<file path="src/rtl/multicycle_control.sv">
// Multi-cycle MIPS main control FSM with built-in ALU decode, memory ready
// handshake with timeout, and a sticky trap state for illegal encodings.
module multicycle_control #(
  parameter bit EXT_IMM     = 1'b1,
  parameter int MEM_TIMEOUT = 16,
  parameter int CNT_W       = 5
) (
  input  logic       clk,
  input  logic       reset,
  input  logic [5:0] op,
  input  logic [5:0] funct,
  input  logic       zero,
  input  logic       mem_ready,
  output logic       iord,
  output logic       mem_read,
  output logic       mem_write,
  output logic       ir_write,
  output logic       reg_dst,
  output logic       mem_to_reg,
  output logic       reg_write,
  output logic       alu_src_a,
  output logic [1:0] alu_src_b,
  output logic [2:0] alu_ctrl,
  output logic [1:0] pc_src,
  output logic       pc_en,
  output logic       trap,
  output logic [3:0] state_o
);

  typedef enum logic [3:0] {
    S_FETCH  = 4'd0,
    S_DECODE = 4'd1,
    S_MEMADR = 4'd2,
    S_MEMRD  = 4'd3,
    S_MEMWB  = 4'd4,
    S_MEMWR  = 4'd5,
    S_EXEC   = 4'd6,
    S_ALUWB  = 4'd7,
    S_BRANCH = 4'd8,
    S_IMMEX  = 4'd9,
    S_IMMWB  = 4'd10,
    S_JUMP   = 4'd11,
    S_TRAP   = 4'd12
  } state_t;

  localparam logic [2:0] ALU_AND = 3'b000;
  localparam logic [2:0] ALU_OR  = 3'b001;
  localparam logic [2:0] ALU_ADD = 3'b010;
  localparam logic [2:0] ALU_SUB = 3'b110;
  localparam logic [2:0] ALU_SLT = 3'b111;

  localparam logic [5:0] OP_RTYPE = 6'b000000;
  localparam logic [5:0] OP_LW    = 6'b100011;
  localparam logic [5:0] OP_SW    = 6'b101011;
  localparam logic [5:0] OP_BEQ   = 6'b000100;
  localparam logic [5:0] OP_J     = 6'b000010;
  localparam logic [5:0] OP_ADDI  = 6'b001000;
  localparam logic [5:0] OP_ANDI  = 6'b001100;
  localparam logic [5:0] OP_ORI   = 6'b001101;
  localparam logic [5:0] OP_SLTI  = 6'b001010;

  localparam int             TO_LAST_I = (MEM_TIMEOUT > 0) ? MEM_TIMEOUT - 1 : 0;
  localparam logic [CNT_W-1:0] TO_LAST = CNT_W'(TO_LAST_I);

  state_t           state_q, state_d;
  logic [CNT_W-1:0] cnt_q, cnt_d;
  logic             wait_state;
  logic             funct_ok;
  logic [2:0]       funct_alu;

  always_ff @(posedge clk) begin
    if (reset) begin
      state_q <= S_FETCH;
      cnt_q   <= '0;
    end else begin
      state_q <= state_d;
      cnt_q   <= cnt_d;
    end
  end

  always_comb begin
    funct_ok  = 1'b1;
    funct_alu = ALU_ADD;
    case (funct)
      6'b100000: funct_alu = ALU_ADD;
      6'b100010: funct_alu = ALU_SUB;
      6'b100100: funct_alu = ALU_AND;
      6'b100101: funct_alu = ALU_OR;
      6'b101010: funct_alu = ALU_SLT;
      default:   funct_ok  = 1'b0;
    endcase
  end

  always_comb begin
    state_d    = state_q;
    iord       = 1'b0;
    mem_read   = 1'b0;
    mem_write  = 1'b0;
    ir_write   = 1'b0;
    reg_dst    = 1'b0;
    mem_to_reg = 1'b0;
    reg_write  = 1'b0;
    alu_src_a  = 1'b0;
    alu_src_b  = 2'b00;
    alu_ctrl   = ALU_AND;
    pc_src     = 2'b00;
    pc_en      = 1'b0;
    trap       = 1'b0;
    wait_state = (state_q == S_FETCH) || (state_q == S_MEMRD) || (state_q == S_MEMWR);

    case (state_q)
      S_FETCH: begin
        mem_read  = 1'b1;
        alu_src_b = 2'b01;
        alu_ctrl  = ALU_ADD;
        if (mem_ready) begin
          ir_write = 1'b1;
          pc_en    = 1'b1;
          state_d  = S_DECODE;
        end
      end
      S_DECODE: begin
        alu_src_b = 2'b11;
        alu_ctrl  = ALU_ADD;
        case (op)
          OP_RTYPE:                  state_d = funct_ok ? S_EXEC : S_TRAP;
          OP_LW, OP_SW:              state_d = S_MEMADR;
          OP_BEQ:                    state_d = S_BRANCH;
          OP_J:                      state_d = S_JUMP;
          OP_ADDI:                   state_d = S_IMMEX;
          OP_ANDI, OP_ORI, OP_SLTI:  state_d = EXT_IMM ? S_IMMEX : S_TRAP;
          default:                   state_d = S_TRAP;
        endcase
      end
      S_MEMADR: begin
        alu_src_a = 1'b1;
        alu_src_b = 2'b10;
        alu_ctrl  = ALU_ADD;
        state_d   = (op == OP_SW) ? S_MEMWR : S_MEMRD;
      end
      S_MEMRD: begin
        iord     = 1'b1;
        mem_read = 1'b1;
        if (mem_ready) state_d = S_MEMWB;
      end
      S_MEMWB: begin
        mem_to_reg = 1'b1;
        reg_write  = 1'b1;
        state_d    = S_FETCH;
      end
      S_MEMWR: begin
        iord      = 1'b1;
        mem_write = 1'b1;
        if (mem_ready) state_d = S_FETCH;
      end
      S_EXEC: begin
        alu_src_a = 1'b1;
        alu_ctrl  = funct_alu;
        state_d   = S_ALUWB;
      end
      S_ALUWB: begin
        reg_dst   = 1'b1;
        reg_write = 1'b1;
        state_d   = S_FETCH;
      end
      S_BRANCH: begin
        alu_src_a = 1'b1;
        alu_ctrl  = ALU_SUB;
        pc_src    = 2'b01;
        pc_en     = zero;
        state_d   = S_FETCH;
      end
      S_IMMEX: begin
        alu_src_a = 1'b1;
        alu_src_b = 2'b10;
        case (op)
          OP_ANDI: alu_ctrl = ALU_AND;
          OP_ORI:  alu_ctrl = ALU_OR;
          OP_SLTI: alu_ctrl = ALU_SLT;
          default: alu_ctrl = ALU_ADD;
        endcase
        state_d = S_IMMWB;
      end
      S_IMMWB: begin
        reg_write = 1'b1;
        state_d   = S_FETCH;
      end
      S_JUMP: begin
        pc_src  = 2'b10;
        pc_en   = 1'b1;
        state_d = S_FETCH;
      end
      default: begin
        trap    = 1'b1;
        state_d = S_TRAP;
      end
    endcase

    // a late mem_ready still completes the access; only a silent last cycle traps
    if ((MEM_TIMEOUT > 0) && wait_state && !mem_ready && (cnt_q == TO_LAST)) begin
      state_d = S_TRAP;
    end

    if (wait_state && !mem_ready && (state_d == state_q)) begin
      cnt_d = cnt_q + CNT_W'(1);
    end else begin
      cnt_d = '0;
    end

    state_o = state_q;

    if (reset) begin
      iord       = 1'b0;
      mem_read   = 1'b0;
      mem_write  = 1'b0;
      ir_write   = 1'b0;
      reg_dst    = 1'b0;
      mem_to_reg = 1'b0;
      reg_write  = 1'b0;
      alu_src_a  = 1'b0;
      alu_src_b  = 2'b00;
      alu_ctrl   = 3'b000;
      pc_src     = 2'b00;
      pc_en      = 1'b0;
      trap       = 1'b0;
      state_o    = 4'd0;
    end
  end

endmodule

</file>
<file path="config.mk">
export PLATFORM = sky130hd
export DESIGN_NAME = multicycle_control
export DESIGN_NICKNAME = d
export VERILOG_FILES = /design/src/rtl/multicycle_control.sv
export SDC_FILE = /design/constraint.sdc
export NUM_CORES = 1
export LEC_CHECK = 0
export CORE_MARGIN = 10
export CORE_UTILIZATION = 48
export CTS_CLUSTER_DIAMETER = 80
export DETAILED_ROUTE_END_ITERATION = 8
export PLACE_DENSITY_LB_ADDON = 0.05
export SLEW_MARGIN = 5
export SYNTH_ARGS = -nofsm -noshare
export SYNTH_HDL_FRONTEND = slang
export SYNTH_SLANG_ARGS = --single-unit
</file>
<file path="constraint.sdc">
create_clock -name clk -period 3.4 [get_ports clk]
set_clock_uncertainty 0.15 [all_clocks]
set_input_delay 0.85 -clock clk [delete_from_list [all_inputs] [get_ports clk]]
set_output_delay 0.85 -clock clk [all_outputs]
set_load 0.05 [all_outputs]
</file>
==> results.md, run 1 <==
- DP Wirelength: 2930 um
- Final Max Slew Viols: 0
- NetSw: 290 uW
- CP top delay family: buffers and inverters
- Area Overhead vs Synth: 74.5%
- Diode count: 0
- Worst vdd ir: 0.260 mV
- Slowest stage delay, CP: 0.61 ns
- Hold Path Class: reg2reg
- First-pass GRT wire length: 6150 um
- Worst Hold Path EP: cnt_q[0]$_SDFF_PP0_
- Hold Crit Depth: 1
- DR DRC count: 0
- Vias in the first global route: 1319
- Vert. Die Dim: 66.4 um
- Worst slew pin tran: 0.661 ns
- Drt initial violations: 56
- CP max-delay cell: clkdlybuf4s50_1
- Critical path required time: 2.40 ns
- GP Congestion: 0.875
- Crit. End Element: primary output
- Fin area: 1800 sq um
- Hold Violations, Final: 0
- Antenna violations before repair: 0
- Tmin final: 3.31 ns
- Sequential area share after synthesis: 17.5%
- Core region area: 2000 sq um
- R2R setup slack: 0.88 ns
- Final setup viols: 0
- CTS tree: built
- Status: finished clean
- Via count: 1271
- H-Tree Depth: 1
- IO Pins: 37
- Register Area: 180 sq um
- Clk pin slew, worst setup/hold paths: 0.06 ns
- Cells after Synth: 144
- Arr. time, crit path: 2.31 ns
- Max Freq: 303 MHz
- Ys Warns: 0
- Post-synth EDFFs: 0
- Synthesized area: 1030 sq um
- Hold Crit Start: cnt_q[0]$_SDFF_PP0_
- Commonest cells in the netlist: nor2_1, nand2_1, nor2b_1
- Share of synthesized registers carrying an async set or reset: 0%
- Worst relative slew slack: 55.9%
- Nets: 210
- Vias per std cell: 5.83
- Number of synthesized register bits: 9
- Die width: 66.4 um
- Layout Utilization: 90.0%
- Rows: 16
- Period utilization: 97.2%
- Die area: 4410 sq um
- Clock buffer depth: 2
- Largest net degree at the start of global routing: 19
- Dominant cells by area after synthesis: dfxtp_1, nor2b_1, nor2_1
- Layout cell share with drive strength beyond 1: 28.8%
- Footprint of the multi-input gates: 846 sq um
- Area after DPL: 1720 sq um
- CP Max Fanout: 10
- ANT nets after route: 0
- Hold_buf cts: 0
- Crit-path cells: clkdlybuf4s50_1 > inv_1 > o21ai_0 > nor2_1 > buf_12
- Filler cells: 94
- P_int: 356 uW
- Wire length per cell: 17.8 um
- Combinational power share: 65.3%
- All-Layer GR Usage: 17.3%
- Root buf cell: clkbuf_4
- Skew-Pair Late Insertion Delay: 0.26 ns
- Top_reg_cell synth: dfxtp_1
- Syn_nets: 162
- Netlist cell types: 48
- TritonCTS Buffers: 3
- Leakage: 0.000751 uW
- Gr ovfl total: 0
- Port Buf Inserts: 36
- Net Sw Frac: 44.9%
- Yosys top cell by area: dfxtp_1
- Worst path bufs/invs: 3
- R2r startpoint: state_q[0]$_SDFF_PP0_
- Mean Syn Cell Area: 7.17 sq um
- Maxcap violations: 0
- Power Density: 358 nW/um^2
- WS Path Type: in2out
- Critical R2R Capture: cnt_q[3]$_SDFF_PP0_
- Reg2reg path depth: 5
- Reg power frac: 21.9%
- Initial Util: 51.6%
- Top-count cell post-synth: nor2_1
- Clock Power Share: 12.8%
- Sink Count: 9
- Area share of the largest cell type after synthesis: 17.5%
- Pre-antenna DRT Iters: 4
- Startpoint types: input pin
- Final WL: 3890 um
-- per-layer routing --
layer | up-vias | GRT usage (%) | wire (um)
met5 | - | 0 | 0
met3 | 15 | 7.80 | 393
met1 | 580 | 17.6 | 1440
met2 | 60 | 29.3 | 1950
met4 | 0 | 8.38 | 108
li1 | 616 | - | -
-- layout make-up --
| class | count | area share, % |
|---|---|---|
| multi-input cells | 122 | 46.9 |
| clock buffers | 4 | 1.46 |
| flip-flops and latches | 9 | 10.0 |
| repair buffers | 52 | 38.9 |
| inverters | 4 | 0.833 |
| well taps | 27 | 1.87 |
-- state kept, by name, summed over array words and instances, names as in the netlist --
signal   flops
cnt_q        5
state_q      4
-- kinds of logic (layout without fill, tap and decap cells) --
group	Yosys count	after routing	share of synthesized area (%)
buffers and inverters	13	60	5.82
XOR/XNOR	4	4	3.39
flip-flops	9	9	17.5
adder cells (fa/ha/maj)	2	2	2.42
multiplexers	2	2	2.18
AO/OA/AOI/OAI	35	35	26.7
AND/OR/NAND/NOR	79	79	42.1
-- power groups by stage --
| stage | sequential, uW | combinational, uW | clock [uW] |
|---|---|---|---|
| finish | 142 | 422 | 82.6 |
| CTS | 140 | 413 | 83.5 |
| global placement | 141 | 397 | 0 |
| global route | 144 | 446 | 87.5 |
| detailed placement | 142 | 407 | 0 |
| floorplan | 123 | 247 | 0 |
-- worst max path at each step --
| stage | from | to | slack [ns] | cells past startpoint |
|---|---|---|---|---|
| final | reset | alu_ctrl[2] | 0.09 | 5 |
| after global routing | funct[5] | alu_ctrl[2] | -0.004 | 6 |
| after CTS | op[2] | alu_ctrl[1] | -0.01 | 7 |
| after detailed placement | op[0] | alu_ctrl[1] | -0.12 | 7 |
| after global placement | op[0] | alu_ctrl[1] | -0.06 | 7 |
| after floorplan | op[0] | alu_ctrl[1] | 0.02 | 5 |
-- cells in the final DEF, fill, tap and decap left out, types with 2 or more instances in the layout --
cell / instances
a211oi_1: 2
a21o_1: 4
a21oi_1: 7
a221o_1: 2
a22oi_1: 2
and2_1: 4
and3_1: 4
buf_12: 21
buf_4: 16
clkbuf_4: 3
clkdlybuf4s50_1: 11
dfxtp_1: 9
dlymetal6s2s_1: 4
ha_1: 2
inv_1: 4
mux2_2: 2
nand2_1: 16
nand2b_1: 3
nand3_1: 4
nor2_1: 16
nor2b_1: 12
nor3_1: 4
nor4b_2: 2
o211ai_1: 2
o21ai_0: 4
xnor2_1: 2
xor2_1: 2
-- through the flow --
stage / cells / hold WS (ns) / worst slack [ns] / setup TNS [ns] / power, uW
6_report: 218 / 0.308 / 0.0945 / 0 / 646
5_1_grt: 218 / 0.335 / -0.00403 / -0.00403 / 677
4_1_cts: 217 / 0.311 / -0.0107 / -0.0107 / 636
3_5_place_dp: 213 / 0.304 / -0.123 / -0.123 / 549
3_3_place_gp: 213 / 0.284 / -0.0632 / -0.0632 / 538
2_1_floorplan: 144 / 0.271 / 0.0179 / 0 / 370
-- timing repair --
action	CTS	global route
gates cloned	0	0
pin swaps	1	4
setup buffers	0	1
gates resized for setup	2	8
endpoints found under the setup margin	2	5
(Power assumes the default switching activity.)
==> run 2: changes to the inputs <==
--- a/config.mk
+++ b/config.mk
@@ -10,7 +10,8 @@
 export CTS_CLUSTER_DIAMETER = 80
 export DETAILED_ROUTE_END_ITERATION = 8
 export PLACE_DENSITY_LB_ADDON = 0.05
-export SLEW_MARGIN = 5
+export RECOVER_POWER = 50
+export SLEW_MARGIN = 20
 export SYNTH_ARGS = -nofsm -noshare
 export SYNTH_HDL_FRONTEND = slang
 export SYNTH_SLANG_ARGS = --single-unit
==> results.md, run 2 (synthesis gave the netlist of run 1 again) <==
- WS Path Type: in2out
- Vert. Die Dim: 66.4 um
- Pre-antenna DRT Iters: 4
- Commonest non-fill, non-tap cells in the layout: buf_12, nor2_1, nand2_1, buf_4, nor2b_1
- Hold Path Class: reg2reg
- Startpoint types: input pin
- Power Density: 365 nW/um^2
- CTS tree: built
- Top flop regs: cnt_q (5), state_q (4)
- Hold Crit Depth: 1
- Status: finished clean
- Gr ovfl total: 0
- First-pass GRT wire length: 6150 um
- Reg2reg path depth: 5
- Period utilization: 97.3%
- Rows: 16
- Critical path required time: 2.40 ns
- Die area: 4410 sq um
- H-Tree Depth: 1
- NetSw: 284 uW
- Worst slew pin tran: 0.637 ns
- Worst setup startpoint: op[1]
- Critical R2R Capture: cnt_q[3]$_SDFF_PP0_
- Filler cells: 109
- Clock buffer depth: 2
- Max Freq: 302 MHz
- R2R setup slack: 0.55 ns
- Wire length per cell: 17.8 um
- Die width: 66.4 um
- Combinational power share: 64.4%
- Register Area: 180 sq um
- All-Layer GR Usage: 17.3%
- Min Hold Slack: 0.307 ns
- Core region area: 2000 sq um
- Area Overhead vs Synth: 66.7%
- Reg power frac: 22.4%
- Clk pin slew, worst setup/hold paths: 0.06 ns
- Drt initial violations: 57
- Worst relative slew slack: 57.4%
- Tmin final: 3.31 ns
- Hold Violations, Final: 0
- Initial Util: 51.6%
- Footprint of the multi-input gates: 817 sq um
- Via count: 1282
- CP Max Fanout: 5
- Final WL: 3890 um
- IO Pins: 37
- Final setup viols: 0
- Worst vdd ir: 0.254 mV
- Worst Hold Path EP: cnt_q[0]$_SDFF_PP0_
- Area after DPL: 1720 sq um
- TritonCTS Buffers: 3
- GP Congestion: 0.875
- Fin area: 1720 sq um
- Hold_buf cts: 0
- Sink Count: 9
- Antenna violations before repair: 0
- Vias in the first global route: 1319
- Layout cell share with drive strength beyond 1: 25.1%
- Largest register FFs: 5
- Hold Crit Start: cnt_q[0]$_SDFF_PP0_
- Port Buf Inserts: 36
- Largest net degree at the start of global routing: 19
- Diode count: 0
- DP Wirelength: 2930 um
- DR DRC count: 0
- R2r startpoint: state_q[0]$_SDFF_PP0_
- Maxcap violations: 0
- ANT nets after route: 0
- Clock Power Share: 13.2%
- Crit. End Element: primary output
- Leakage: 0.000721 uW
- Arr. time, crit path: 2.31 ns
- Net Sw Frac: 45.2%
- Vias per std cell: 5.88
- Root buf cell: clkbuf_4
- Nets: 210
- Commonest non-fill, non-tap cell in the layout: buf_12
- Biggest register: cnt_q
- Final Max Slew Viols: 0
- P_int: 344 uW
- Skew-Pair Late Insertion Delay: 0.26 ns
-- run 2: cell types whose count changed in the layout (fill, tap and decap cells not counted), sizes merged --
cell / change
clkbuf: +4
buf: -4
-- run 2: what timing repair did --
item / CTS / global route
endpoints found under the hold margin: 0 / 0
setup endpoints to repair: 2 / 5
resized for setup: 2 / 8
cloned: 0 / 0
pin swaps: 1 / 4
setup buffers: 0 / 1
-- run 2: layout make-up --
cell class	instances	area share, %
timing repair buffer	52	37.7
sequential	9	10.5
multi-input combinational	122	47.5
clock buffer	4	1.53
inverter	4	0.873
tap	27	1.96
-- run 2: worst max path at each step --
stage	end	cells past startpoint
6_report	alu_ctrl[1]	5
5_1_grt	alu_ctrl[2]	6
4_1_cts	alu_ctrl[1]	7
3_5_place_dp	alu_ctrl[1]	7
3_3_place_gp	alu_ctrl[1]	7
2_1_floorplan	alu_ctrl[1]	5
-- run 2: per-layer routing --
| metal | vias to the layer above | track usage (%) | wire length, um |
|---|---|---|---|
| met5 | - | 0 | 0 |
| met1 | 592 | 17.6 | 1420 |
| li1 | 615 | - | - |
| met2 | 62 | 29.3 | 1960 |
| met3 | 13 | 7.80 | 401 |
| met4 | 0 | 8.38 | 107 |
-- run 2: stage by stage --
stage	total power (uW)	std cells	setup slack (ns)	setup TNS, ns	utilization [%]
2_1_floorplan	370	144	0.0179	0	-
5_1_grt	659	218	-0.00403	-0.00403	85.9
6_report	629	218	0.0931	0	85.9
3_5_place_dp	549	213	-0.123	-0.123	85.9
3_3_place_gp	538	213	-0.0632	-0.0632	85.9
4_1_cts	636	217	-0.0107	-0.0107	87.8
-- run 2: power groups by stage --
stage	sequential (uW)	combinational [uW]	clock (uW)
final	141	405	83.0
after global routing	143	428	87.5
after CTS	140	413	83.5
after detailed placement	142	407	0
after global placement	141	397	0
after floorplan	123	247	0
-- run 2: critical path, cell delays in order --
cell and delay (ns):
clkdlybuf4s50_1 0.56, o31ai_1 0.12, a221o_1 0.40, a31oi_4 0.20, buf_12 0.16
